<file path="config.mk">
export PLATFORM = sky130hd
export DESIGN_NAME = blue_motion_ctrl
export DESIGN_NICKNAME = d
export VERILOG_FILES = /design/src/rtl/blue_motion_ctrl.sv
export SDC_FILE = /design/constraint.sdc
export NUM_CORES = 1
export LEC_CHECK = 0
export CORE_MARGIN = 2
export CORE_UTILIZATION = 63
export CTS_BUF_LIST = sky130_fd_sc_hd__clkbuf_8
export DETAILED_ROUTE_END_ITERATION = 12
export GPL_TIMING_DRIVEN = 0
export PLACE_DENSITY_LB_ADDON = 0.25
export SLEW_MARGIN = 25
export SYNTH_ARGS = -nofsm -noshare
export SYNTH_HDL_FRONTEND = slang
export SYNTH_SLANG_ARGS = --single-unit
</file>
<file path="constraint.sdc">
create_clock -name clk -period 9.9 [get_ports clk]
set_clock_uncertainty 0.2 [all_clocks]
set_input_delay 1.485 -clock clk [delete_from_list [all_inputs] [get_ports clk]]
set_output_delay 1.485 -clock clk [all_outputs]
set_load 0.05 [all_outputs]
</file>
<file path="src/rtl/blue_motion_ctrl.sv">
// blue_motion_ctrl: blue-character position/jump FSM plus sprite ROM addressing.
// Ports: clk, rst_n, tick, key_*, *_hit, wall_*, h_cnt, v_cnt -> pos_x, pos_y, blue_state, blue, in_sprite.
// Optional: define BLUE_DOUBLE_JUMP_EN to allow one extra jump while airborne.
module blue_motion_ctrl #(
  parameter int X_INIT    = 100,
  parameter int Y_INIT    = 300,
  parameter int WALK_STEP = 2,
  parameter int JUMP_V    = 12,
  parameter int GRAVITY   = 1,
  parameter int VMAX_FALL = 8,
  parameter int X_MAX     = 593,
  parameter int Y_MAX     = 420,
  parameter int SPR_W     = 47,
  parameter int SPR_H     = 60
) (
  input  logic        clk,
  input  logic        rst_n,
  input  logic        tick,
  input  logic        key_left,
  input  logic        key_right,
  input  logic        key_jump,
  input  logic        ground_hit,
  input  logic        head_hit,
  input  logic        wall_left,
  input  logic        wall_right,
  input  logic [9:0]  h_cnt,
  input  logic [8:0]  v_cnt,
  output logic [9:0]  pos_x,
  output logic [8:0]  pos_y,
  output logic [2:0]  blue_state,
  output logic [13:0] blue,
  output logic        in_sprite
);

  typedef enum logic [1:0] {
    GROUND = 2'd0,
    RISE   = 2'd1,
    FALL   = 2'd2
  } state_t;

  localparam logic [9:0]  XI   = 10'(X_INIT);
  localparam logic [8:0]  YI   = 9'(Y_INIT);
  localparam logic [10:0] STEP = 11'(WALK_STEP);
  localparam logic [10:0] XMAX = 11'(X_MAX);
  localparam logic [9:0]  YMAX = 10'(Y_MAX);
  localparam logic [4:0]  JV   = 5'(JUMP_V);
  localparam logic [4:0]  G    = 5'(GRAVITY);
  localparam logic [5:0]  VMAX = 6'(VMAX_FALL);
  localparam logic [10:0] SW   = 11'(SPR_W);
  localparam logic [10:0] SH   = 11'(SPR_H);
  localparam logic [13:0] SW14 = 14'(SPR_W);

  state_t      st, st_n;
  logic [9:0]  x_n;
  logic [8:0]  y_n;
  logic [4:0]  vy, vy_n;
  logic        dir, dir_n;
  logic        move, move_n;
  logic        jump_prev;
  logic        jump_edge;
  logic [10:0] xs;
  logic [9:0]  ys;
  logic [5:0]  vf;

`ifdef BLUE_DOUBLE_JUMP_EN
  logic        avail, avail_n;
`endif

  assign jump_edge = key_jump & ~jump_prev;
  assign xs        = {1'b0, pos_x} + STEP;
  assign ys        = {1'b0, pos_y} + {5'b0, vy};
  assign vf        = {1'b0, vy} + {1'b0, G};

  always_comb begin
    st_n   = st;
    x_n    = pos_x;
    y_n    = pos_y;
    vy_n   = vy;
    dir_n  = dir;
    move_n = 1'b0;
`ifdef BLUE_DOUBLE_JUMP_EN
    avail_n = avail;
`endif

    unique case (1'b1)
      key_right & ~key_left: begin
        dir_n  = 1'b1;
        move_n = 1'b1;
        if (!wall_right)
          x_n = (xs > XMAX) ? XMAX[9:0] : xs[9:0];
      end
      key_left & ~key_right: begin
        dir_n  = 1'b0;
        move_n = 1'b1;
        if (!wall_left)
          x_n = ({1'b0, pos_x} < STEP) ? 10'd0
                : pos_x - STEP[9:0];
      end
      default: move_n = 1'b0;
    endcase

    unique case (st)
      GROUND: begin
        if (jump_edge) begin
          st_n = RISE;
          vy_n = JV;
        end else if (!ground_hit) begin
          st_n = FALL;
          vy_n = 5'd0;
        end
      end
      RISE: begin
        y_n = (pos_y < {4'b0, vy}) ? 9'd0
              : pos_y - {4'b0, vy};
        if (head_hit || vy <= G) begin
          st_n = FALL;
          vy_n = 5'd0;
        end else begin
          vy_n = vy - G;
        end
      end
      FALL: begin
        if (ground_hit) begin
          st_n = GROUND;
          vy_n = 5'd0;
        end else if (ys >= YMAX) begin
          // Landing on the floor: vy is meaningless on the ground.
          y_n  = YMAX[8:0];
          st_n = GROUND;
          vy_n = 5'd0;
        end else begin
          y_n  = ys[8:0];
          vy_n = (vf > VMAX) ? VMAX[4:0] : vf[4:0];
        end
      end
      default: begin
        st_n = GROUND;
        vy_n = 5'd0;
      end
    endcase

`ifdef BLUE_DOUBLE_JUMP_EN
    // Air jump overrides head/ground events; y holds on the reload tick.
    if (st != GROUND && jump_edge && avail) begin
      st_n    = RISE;
      vy_n    = JV;
      y_n     = pos_y;
      avail_n = 1'b0;
    end
    if (st_n == GROUND)
      avail_n = 1'b1;
`endif
  end

  always_ff @(posedge clk or negedge rst_n) begin
    if (!rst_n) begin
      st         <= GROUND;
      pos_x      <= XI;
      pos_y      <= YI;
      vy         <= 5'd0;
      dir        <= 1'b1;
      move       <= 1'b0;
      jump_prev  <= 1'b0;
      blue_state <= 3'b001;
    end else if (tick) begin
      st         <= st_n;
      pos_x      <= x_n;
      pos_y      <= y_n;
      vy         <= vy_n;
      dir        <= dir_n;
      move       <= move_n;
      jump_prev  <= key_jump;
      blue_state <= {move_n, st_n != GROUND, dir_n};
    end
  end

`ifdef BLUE_DOUBLE_JUMP_EN
  always_ff @(posedge clk or negedge rst_n) begin
    if (!rst_n)
      avail <= 1'b1;
    else if (tick)
      avail <= avail_n;
  end
`endif

  logic [10:0] col, row;
  logic        hit;
  logic [13:0] addr;

  assign col  = {1'b0, h_cnt} - {1'b0, pos_x};
  assign row  = {2'b0, v_cnt} - {2'b0, pos_y};
  assign hit  = !col[10] && (col < SW) &&
                !row[10] && (row < SH);
  assign addr = {8'b0, row[5:0]} * SW14
              + {8'b0, col[5:0]};

  always_ff @(posedge clk or negedge rst_n) begin
    if (!rst_n) begin
      blue      <= 14'd0;
      in_sprite <= 1'b0;
    end else begin
      blue      <= hit ? addr : 14'd0;
      in_sprite <= hit;
    end
  end

endmodule

</file>
==> impl_metrics.csv, run 1 <==
group,metric,value,unit
logic_synthesis,synth_area_leaders,"dfrtp_1, ha_1, fa_1, inv_1, a21oi_1",
logic_synthesis,post-synth-top-count-cell,"inv_1",
timing,drv_slew,0,
global_route,grt_remaining_overflow,0,
timing,tightest_slew,1012,ps
placement,gp_congestion,0.9633,
routing,wl_per_cell,17.13,um
critical_path,crit_fanout,8,
logic_synthesis,yosysTopAreaCellShare,0.1703,
critical_path,worst_setup_path_end_kind,"flip-flop",
logic_synthesis,synthArstFlopShare,1.000,
cts,cts_htree_levels,2,
timing,hold_viol_final,0,
critical_path,rrSetupSlack,3620,ps
timing,fin_setup_tns,0,ps
critical_path,critical_path_class,"in2reg",
cts,clockBufferDepth,2,
logic_synthesis,syn_inst,643,
critical_path,rr_worst_depth,20,
logic_synthesis,synth_ff_type,"dfrtp_1",
cells_and_area,areaGrowthSynthToFinish,16.65,%
min_path,min_path_type,"reg2reg",
routing,via_per_inst,6.273,
timing,rsz0062_at_grt,"no",
timing,slew_headroom,0.3203,
critical_path,worst_r2r_endpoint,"blue[12]",
placement,hpwl,11200,um
timing,setup_viol,0,
logic_synthesis,synth_nets,763,
critical_path,startpoint,"v_cnt[4]",
timing,worst_slack,2700,ps
cells_and_area,layout-drive-gt1-share,0.05168,
cts,clock_latency,320,ps
cts,cts_tree,"done",
floorplanning,die_w,95.65,um
timing,period_minus_slack,7200,ps
min_path,worstHoldStart,"jump_prev",
timing,fmax,138.9,MHz
floorplanning,ios,66,
timing,finalCritPeriodShare,0.7272,
status,outcome,"finished, final reports clean",
global_route,first_global_vias,4910,
floorplanning,row_count,33,
routing,drc,0,
critical_path,rr_startpoint,"pos_y[2]",
floorplanning,die_y,95.65,um
logic_synthesis,ys_warn_count,0,
logic_synthesis,synth_edf_count,0,
global_route,grt_pass1_wl,23210,um
critical_path,arrival,7190,ps
cells_and_area,stdcell_area,6172,sq um
floorplanning,initial_core_util,0.6472,
cts,cts-root-buf,"clkbuf_8",
logic_synthesis,synth_area_per_cell,8.229,sq um
logic_synthesis,yosysUniqueCellTypes,68,
logic_synthesis,ys_top_cells_by_count,"inv_1, ha_1, nor2_1, a21oi_1, o21ai_0",
logic_synthesis,synth_top_area_cell,"dfrtp_1",
floorplanning,die-area,9148,sq um
run,maxCapViolCount,0,
cts,clk_pin_slew,100,ps
global_route,antenna_found_initial,0,
floorplanning,core,8175,sq um
routing,ant_nets,0,
routing,routed_wl,14070,um
critical_path,critPathLaunchType,"input pin",
cts,numCtsBuffers,5,
logic_synthesis,synth_area,5291,sq um
global_route,track_usage,0.3201,
cells_and_area,diodes,0,
cts,cts.sinks,44,
routing,drtIter0Drc,350,
critical_path,critical_path_required,9890,ps
logic_synthesis,ys_seq_elements,44,
logic_synthesis,ys_seq_area_frac,0.2100,
placement,pre_cts_ws,2399,ps
cts,cts-resized-gates,0,
cells_and_area,nets,835,
routing,num_vias,5150,
placement,io_buffers,64,
critical_path,cp-endpoint,"blue[12]",
placement,placed_area,6078,sq um
routing,first_pass_iters,5,
cts,post-cts-setup-buffers,0,
global_route,grt_max_degree,25,
cts,cts_hold_buf,0,
[worst min path at each step]
stage                           end  depth (start not counted)
after floorplan           jump_prev                          1
after global placement    jump_prev                          1
after detailed placement  jump_prev                          1
after CTS                 jump_prev                          1
after global routing      jump_prev                          1
final                     jump_prev                          1
[logic make-up (layout without fill, tap and decap cells)]
family / count (synthesis) / count (layout) / share of synthesized area
AO/OA/AOI/OAI: 197 / 197 / 0.2504
XOR/XNOR: 21 / 21 / 0.03476
adder cells (fa/ha/maj): 91 / 91 / 0.2421
buffers and inverters: 100 / 173 / 0.07543
flip-flops: 44 / 44 / 0.2100
multiplexers: 7 / 7 / 0.01371
other: 1 / 1 / 0.0007087
AND/OR/NAND/NOR: 182 / 182 / 0.1729
[flip-flops by register name (all words and copies together), names as in the netlist, named ones only]
name,flops
blue,13
blue_state,2
in_sprite,1
jump_prev,1
pos_x,10
pos_y,9
st,2
vy,5
[area by class of cell]
type / instances / area [sq um]
Timing Repair Buffer: 65 / 655.6
Sequential cell: 44 / 1111
Clock buffer: 5 / 68.82
Tap cell: 105 / 131.4
Multi-Input combinational cell: 499 / 3781
Clock inverter: 3 / 25.02
Buffer: 25 / 117.6
Fill cell: 623 / 2003
Inverter: 75 / 281.5
[layer usage]
layer	vias to the layer above	routed length (um)	GRT usage
li1	2463	-	-
met1	2406	5842	0.4097
met2	244	6900	0.5524
met3	37	912	0.04032
met4	0	410	0.1155
met5	-	0	0
[cell usage in the layout, fill, tap and decap left out, types with 6 or more instances in the layout]
| master | instances |
|---|---|
| o21ai_0 | 46 |
| o211ai_1 | 7 |
| nand3_1 | 17 |
| fa_1 | 19 |
| a31oi_1 | 9 |
| inv_1 | 75 |
| nand2b_1 | 14 |
| a21o_1 | 8 |
| clkbuf_1 | 15 |
| nor2_1 | 47 |
| o22ai_1 | 8 |
| a21oi_1 | 46 |
| nand4_1 | 7 |
| nor4_1 | 7 |
| o31ai_1 | 6 |
| xnor2_1 | 8 |
| buf_2 | 8 |
| ha_1 | 72 |
| nor2b_1 | 11 |
| dfstp_2 | 8 |
| o21a_1 | 8 |
| nor3_1 | 16 |
| a211oi_1 | 9 |
| nand2_1 | 35 |
| dfrtp_1 | 36 |
| or3_1 | 7 |
| and2_1 | 6 |
| xor2_1 | 13 |
| clkdlybuf4s50_1 | 63 |
[worst max-delay path, stage by stage]
cell and delay [ps]:
clkdlybuf4s50_1 420, ha_1 370, nand2_1 110, a211oi_1 310, nor2_1 90, xnor2_1 800, fa_1 550, ha_1 330
fa_1 530, inv_1 60, fa_1 540, inv_1 50, ha_1 340, o21a_1 200, o21a_1 170, o22ai_1 280
o21ai_0 210, o21a_1 200, nor2_1 80, nor3_1 50
[stage by stage]
step / instances / hold WS, ps / utilization
floorplan: 643 / 271.6 / -
global placement: 812 / 284.3 / 0.7417
detailed placement: 813 / 291.3 / 0.7435
CTS: 821 / 315.0 / 0.7550
global route: 821 / 333.3 / 0.7550
finish: 821 / 312.3 / 0.7550
Power of run 1 is left out: the tool's default activity adds up to more than one toggle a clock period on the data nets, which glitch-free logic cannot reach.
==> run 2, diff against run 1 <==
--- a/config.mk
+++ b/config.mk
@@ -6,7 +6,7 @@
 export NUM_CORES = 1
 export LEC_CHECK = 0
 export CORE_MARGIN = 2
-export CORE_UTILIZATION = 63
+export CORE_UTILIZATION = 59
 export CTS_BUF_LIST = sky130_fd_sc_hd__clkbuf_8
 export DETAILED_ROUTE_END_ITERATION = 12
 export GPL_TIMING_DRIVEN = 0
==> constraint.sdc (replaced) <==
create_clock -name clk -period 7.2 [get_ports clk]
set_clock_uncertainty 0.2 [all_clocks]
set_input_delay 1.08 -clock clk [delete_from_list [all_inputs] [get_ports clk]]
set_output_delay 1.08 -clock clk [all_outputs]
set_load 0.05 [all_outputs]
==> run 2 against run 1 <==
Effect of this change: hold slack improved by 2.1 ps; count of clock-buffer cells in the layout is the same; utilization shrank 4.6 points; design area grew 0.18%; highest routed layer unchanged; critical path depth increased by 1; sequential share of layout area is essentially flat; critical path type unchanged.
==> impl_metrics.csv, run 2 (synthesized netlist as in run 1, its figures left out) <==
group,metric,value,unit
cells_and_area,layout-drive-gt1-share,0.05307,
cts,cts-resized-gates,0,
cells_and_area,regMostFlops,"blue",
cts,clk_pin_slew,100,ps
cts,cts-root-buf,"clkbuf_8",
global_route,grt_pass1_wl,22490,um
cells_and_area,nets,835,
cells_and_area,regArea,1111,sq um
critical_path,worst_setup_path_end_kind,"flip-flop",
timing,finalCritPeriodShare,0.9008,
cells_and_area,areaGrowthSynthToFinish,16.86,%
cts,numCtsBuffers,5,
cts,cts_tree,"done",
routing,first_pass_iters,5,
placement,io_buffers,64,
timing,fin_setup_tns,0,ps
placement,placed_area,6082,sq um
cts,post-cts-setup-buffers,0,
routing,drc,0,
cts,cts.sinks,44,
placement,gp_congestion,0.9541,
cts,cts_hold_buf,0,
floorplanning,row_count,34,
floorplanning,core,8721,sq um
critical_path,arrival,6500,ps
floorplanning,die-area,9742,sq um
routing,routed_wl,13360,um
critical_path,critical_path_required,7210,ps
global_route,grt_max_degree,30,
routing,via_per_inst,6.114,
floorplanning,initial_core_util,0.6067,
status,outcome,"finished, final reports clean",
timing,hold_viol_final,0,
routing,wl_per_cell,16.22,um
routing,ant_nets,0,
run,maxCapViolCount,0,
cells_and_area,multi_input_comb_area,3789,sq um
cells_and_area,final_cell_mix,"inv_1, ha_1, clkdlybuf4s50_1, nor2_1",
global_route,track_usage,0.2787,
routing,drtIter0Drc,245,
timing,setup_viol,0,
placement,hpwl,10700,um
timing,slew_headroom,0.4419,
timing,tightest_slew,834.6,ps
floorplanning,die_w,98.70,um
global_route,antenna_found_initial,0,
cts,clock_latency,320,ps
timing,fmax,154.2,MHz
cells_and_area,diodes,0,
global_route,grt_remaining_overflow,0,
floorplanning,die_y,98.70,um
min_path,min_path_type,"reg2reg",
critical_path,critical_path_class,"in2reg",
cells_and_area,fillers,709,
cells_and_area,stdcell_area,6183,sq um
global_route,first_global_vias,4897,
floorplanning,ios,66,
timing,rsz0062_at_grt,"no",
routing,num_vias,5038,
timing,drv_slew,0,
cells_and_area,reg_top3,"blue x13, pos_x x10, pos_y x9",
cells_and_area,largest_register_ffs,13,
cts,cts_htree_levels,2,
critical_path,crit_fanout,6,
critical_path,critPathLaunchType,"input pin",
timing,period_minus_slack,6486,ps
cells_and_area,final_common_cell,"inv_1",
cts,clockBufferDepth,2,
timing,fin_hold_ws,314.4,ps
cells_and_area,fin_util,0.7090,
[run 2: cell counts in the layout (fill, tap and decap cells not counted)]
Identical to the previous run, type by type.
[run 2: cell type report]
| type | count | area share |
|---|---|---|
| Tap cell | 108 | 0.02185 |
| Buffer | 25 | 0.01902 |
| Inverter | 75 | 0.04553 |
| Clock inverter | 3 | 0.004047 |
| Multi-Input combinational cell | 499 | 0.6127 |
| Clock buffer | 5 | 0.01113 |
| Sequential cell | 44 | 0.1797 |
| Timing Repair Buffer | 65 | 0.1060 |
[run 2: worst max-delay path: stages]
cell             delay [ps]
clkdlybuf4s50_1         390
inv_1                    60
ha_1                    160
inv_1                    60
fa_1                    430
a21oi_1                 240
o21bai_1                130
xor2_1                  490
fa_1                    530
ha_1                    290
inv_1                    60
fa_1                    510
fa_1                    540
inv_1                    40
ha_1                    310
o21a_1                  120
o21ai_0                 330
a211oi_1                160
o21ai_0                 230
a21oi_1                 110
nor4_1                  230
[run 2: layer usage]
metal  up-vias  GRT usage  wire [um]
met3        22    0.03404        672
met4         0    0.06849        237
met2       172     0.5008       6646
li1       2470          -          -
met1      2374     0.3572       5808
met5         -          0          0
[run 2: worst paths after layout]
kind	from	endpoint	slack (ps)	cells past startpoint
worst max-delay path	v_cnt[0]	blue[11]	710	21
worst min-delay path	blue_state[1]	blue_state[1]	310	2
worst max register to register	pos_y[1]	blue[11]	1420	18
worst min register to register	blue_state[1]	blue_state[1]	310	2
max in group asynchronous	rst_n	async pin	5730	2
min in group asynchronous	rst_n	blue[6]	480	1
[run 2: per-stage QoR]
step	setup WS (ps)	std cells
floorplan	1195	643
global placement	317.4	815
detailed placement	232.8	816
CTS	540.8	824
global route	284.1	824
finish	714.4	824
Power of run 2 is left out for the same reason.
==> patch 1, RTL diff (config.mk and constraints of run 2) <==
Build with the macro `BLUE_DOUBLE_JUMP_EN` defined.
--- a/src/rtl/blue_motion_ctrl.sv
+++ b/src/rtl/blue_motion_ctrl.sv
@@ -1,6 +1,8 @@
 // blue_motion_ctrl: blue-character position/jump FSM plus sprite ROM addressing.
 // Ports: clk, rst_n, tick, key_*, *_hit, wall_*, h_cnt, v_cnt -> pos_x, pos_y, blue_state, blue, in_sprite.
 // Optional: define BLUE_DOUBLE_JUMP_EN to allow one extra jump while airborne.
+`define BLUE_DOUBLE_JUMP_EN
+
 module blue_motion_ctrl #(
   parameter int X_INIT    = 100,
   parameter int Y_INIT    = 300,
Function: changed (Yosys sat finds a counterexample within 4 cycles, from zero or initial values and one cycle with rst_n low).
==> patch 1 against run 2 <==
Synthesized area up 3.7%; design area up 3.2%; worst hold slack worse by 2.2 ps; die area up 3.5%; largest cell class unchanged; worst setup slack worse by 230 ps; sequential cell count up 1; core utilization down 0.82 points; routed wire length down 0.42%; global-route usage down 0.79 points.
Power is not shown: default switching activity piles up to over one toggle a cycle in this logic, so the estimate is an artifact.
==> patch 1: results (changes against run 2) <==
status=finished clean (unchanged); hold slack final=312.2 ps (was 314.4 ps); reg-to-reg slack, setup=1270 ps (was 1420 ps); adder-cell share of the synthesized area=0.2449 (was 0.2421); routability congestion estimate=0.8867 (was 0.9541); hold worst-path end=jump_prev$_DFFE_PN0P_ (was blue_state[1]$_DFFE_PN0P_); DR WL/cell=15.81 um (was 16.22 um); number of distinct library cells after synthesis=84 (was 68); Crit Reg-Reg Endpoint=blue[12]$_DFF_PN0_ (was blue[11]$_DFF_PN0_); Placed Area=6271 sq um (was 6082 sq um); Nets=855 (was 835); syn nets=784 (was 763); XOR/XNOR Fraction of Synth Area=0.04151 (was 0.03476); dpl ws=277.2 ps (was 232.8 ps); initial drt markers=239 (was 245); vias=5040 (was 5038); first-pass GRT wire length=22340 um (was 22490 um); Worst Min Path Start=jump_prev$_DFFE_PN0P_ (was blue_state[1]$_DFFE_PN0P_); post-synthesis compound-gate area fraction=0.2383 (was 0.2504); Synth area leaders=ha_1 (18%), dfrtp_1 (16%), fa_1 (6.9%) (was dfrtp_1 (17%), ha_1 (17%), fa_1 (7.2%)); grt met3 use=0.02507 (was 0.03404); global routing usage on met1=0.3673 (was 0.3572); met2 WL=6554 um (was 6646 um); Placed Cells=834 (was 816); metal1 wirelength=6041 um (was 5808 um); met2 Track Usage GR=0.4755 (was 0.5008); DR vias/cell=5.986 (was 6.114); Post-Synthesis Cells=659 (was 643); vias in the first global route=4783 (was 4897); post-synthesis sequential area ratio=0.2073 (was 0.2100); DP HPWL=10550 um (was 10700 um); synth cell count leaders=ha_1 (77), inv_1 (71), nor2_1 (47) (was inv_1 (75), ha_1 (72), nor2_1 (47)); Crit Reg-Reg Startpoint=pos_y[0]$_DFFE_PN0P_ (was pos_y[1]$_DFFE_PN0P_); mux share of post-synthesis cell area=0.01003 (was 0.01371); total global-route track usage=0.2708 (was 0.2787)
patch 1: cell count changes in the layout (fill, tap and decap cells not counted), sizes merged, moves of 5 or more:
cell    change
nand2b      -6
nor3       +12
ha          +5
nand3       +8
nand2       +5
xnor2       +7
o21ai       -8
patch 1: area by class of cell:
cell class | instances | area, sq um
clock inverters | 3 | 43.79
clock buffers | 5 | 68.82
well taps | 111 | 138.9
flip-flops and latches | 45 | 1137
repair buffers | 64 | 645.6
multi-input cells | 518 | 3940
plain buffers | 22 | 131.4
inverters | 74 | 277.8
fillers | 760 | 2725
patch 1: worst max path at each step:
| stage | to | slack, ps |
|---|---|---|
| after floorplan | blue[12]$_DFF_PN0_ | 1210 |
| after detailed placement | blue[12]$_DFF_PN0_ | 280 |
| after CTS | blue[12]$_DFF_PN0_ | 570 |
| final | blue[12]$_DFF_PN0_ | 480 |
| after global placement | blue[12]$_DFF_PN0_ | 310 |
| after global routing | blue[11]$_DFF_PN0_ | 230 |
==> patch 2, RTL diff (settings of run 2) <==
Without the edit above. The 3 states of `state_t` get a one-hot encoding in 3 bits.
--- a/src/rtl/blue_motion_ctrl.sv
+++ b/src/rtl/blue_motion_ctrl.sv
@@ -32,10 +32,10 @@
   output logic        in_sprite
 );
 
-  typedef enum logic [1:0] {
-    GROUND = 2'd0,
-    RISE   = 2'd1,
-    FALL   = 2'd2
+  typedef enum logic [2:0] {
+    GROUND = 3'b001,
+    RISE   = 3'b010,
+    FALL   = 3'b100
   } state_t;
 
   localparam logic [9:0]  XI   = 10'(X_INIT);
Formal check against the unedited RTL: same outputs for any inputs over 4 cycles, from zero or initial values and one cycle with rst_n low; so few cycles prove little.
==> patch 2 against run 2 <==
Sequential cell count rose by 1; count of clock-buffer cells in the layout rose by 1; synthesized area rose by 5.9%; routed wire length rose by 6.2%; synthesized cell count rose by 5.3%; worst setup slack got worse by 280 ps; design area rose by 5.6%; global-route usage fell by 0.28 points.
Power is not shown: default switching activity piles up to over one toggle a cycle in this logic, so the estimate is an artifact.
==> patch 2: results (changes against run 2) <==
reg-to-reg slack, setup=1190 ps (was 1420 ps); status=finished clean (unchanged); clk root buf=clkbuf_8 (unchanged); DP HPWL=11270 um (was 10700 um); nonclk inv count=73 (was 75); Num CTS Buffers=5 (unchanged); Crit path max-delay family=adder cells (unchanged); clkbuf count=6 (was 5); final setup margin=430.1 ps (was 714.4 ps); number of multi-input logic gates=529 (was 499); Slew headroom=0.4636 (was 0.4419); syn nets=797 (was 763); final core occ=0.7067 (was 0.7090); met3 routed WL=687 um (was 672 um); synth cell count leaders=ha_1 (72), inv_1 (72), nor2_1 (53) (was inv_1 (75), ha_1 (72), nor2_1 (47)); share of cells above drive strength 1=0.07744 (was 0.05307); fraction of area in multi-input gates=0.6204 (was 0.6127); synthesized area per cell=8.280 sq um (was 8.229 sq um); first-pass GRT wire length=23120 um (was 22490 um); Layout Cells excl Fill=878 (was 824); Worst Path Arrival=6750 ps (was 6500 ps); Placed Area=6410 sq um (was 6082 sq um); clk cell area share=0.01839 (was 0.01518); Crit Reg-Reg Endpoint=blue[10]$_DFF_PN0_ (was blue[11]$_DFF_PN0_); R2R cell count=19 (was 18); Detailed Route WL=14200 um (was 13360 um); Synth area leaders=dfrtp_1 (16%), ha_1 (16%), fa_1 (6.8%) (was dfrtp_1 (17%), ha_1 (17%), fa_1 (7.2%)); routability congestion estimate=0.9203 (was 0.9541); Register Area=1137 sq um (was 1111 sq um); global routing usage on met1=0.3569 (was 0.3572); Post-synth ARST share=1.000 (unchanged); number of distinct library cells after synthesis=78 (was 68); bufs w/o clock=94 (was 90); dpl ws=97.30 ps (was 232.8 ps); vias in the first global route=5105 (was 4897); met2 WL=7126 um (was 6646 um); metal1 wirelength=6105 um (was 5808 um); CTS sink count=45 (was 44); vias=5326 (was 5038); Placed Cells=870 (was 816); largest net degree at the start of global routing=46 (was 30); Worst Min Path Start=jump_prev$_DFFE_PN0P_ (was blue_state[1]$_DFFE_PN0P_); initial drt markers=272 (was 245); post-synthesis sequential area ratio=0.2029 (was 0.2100); Hold Path Stages=1 (was 2); hold worst-path end=jump_prev$_DFFE_PN0P_ (was blue_state[1]$_DFFE_PN0P_); NonClk Buf Share=0.1203 (was 0.1251); Filler cells=749 (was 709); area of the multi-input gates=4051 sq um (was 3789 sq um); hold slack final=309.2 ps (was 314.4 ps); Crit Reg-Reg Startpoint=pos_y[1]$_DFFE_PN0P_ (unchanged); grt met3 use=0.02484 (was 0.03404); slowest CP cell=fa_1 (unchanged); antenna violations before repair=0 (unchanged); met2 Track Usage GR=0.4906 (was 0.5008); total global-route track usage=0.2759 (was 0.2787)
## patch 2: cells by family after synthesis
| family | share of synthesized area |
|---|---|
| DFF | 0.2029 |
| AOI/OAI and AO/OA | 0.2476 |
| adders and majority gates | 0.2286 |
| muxes | 0.01496 |
| xor gates and xnor gates | 0.03594 |
| other | 0.0006690 |
| and+or+nand+nor | 0.1942 |
| buffers and inverters | 0.07522 |
## patch 2: worst max path at each step
| stage | endpoint | start |
|---|---|---|
| final | blue[10]$_DFF_PN0_ | v_cnt[0] |
| after floorplan | blue[10]$_DFF_PN0_ | v_cnt[0] |
| after global routing | blue[10]$_DFF_PN0_ | v_cnt[0] |
| after global placement | blue[10]$_DFF_PN0_ | v_cnt[0] |
| after detailed placement | blue[10]$_DFF_PN0_ | v_cnt[0] |
| after CTS | blue[10]$_DFF_PN0_ | v_cnt[0] |
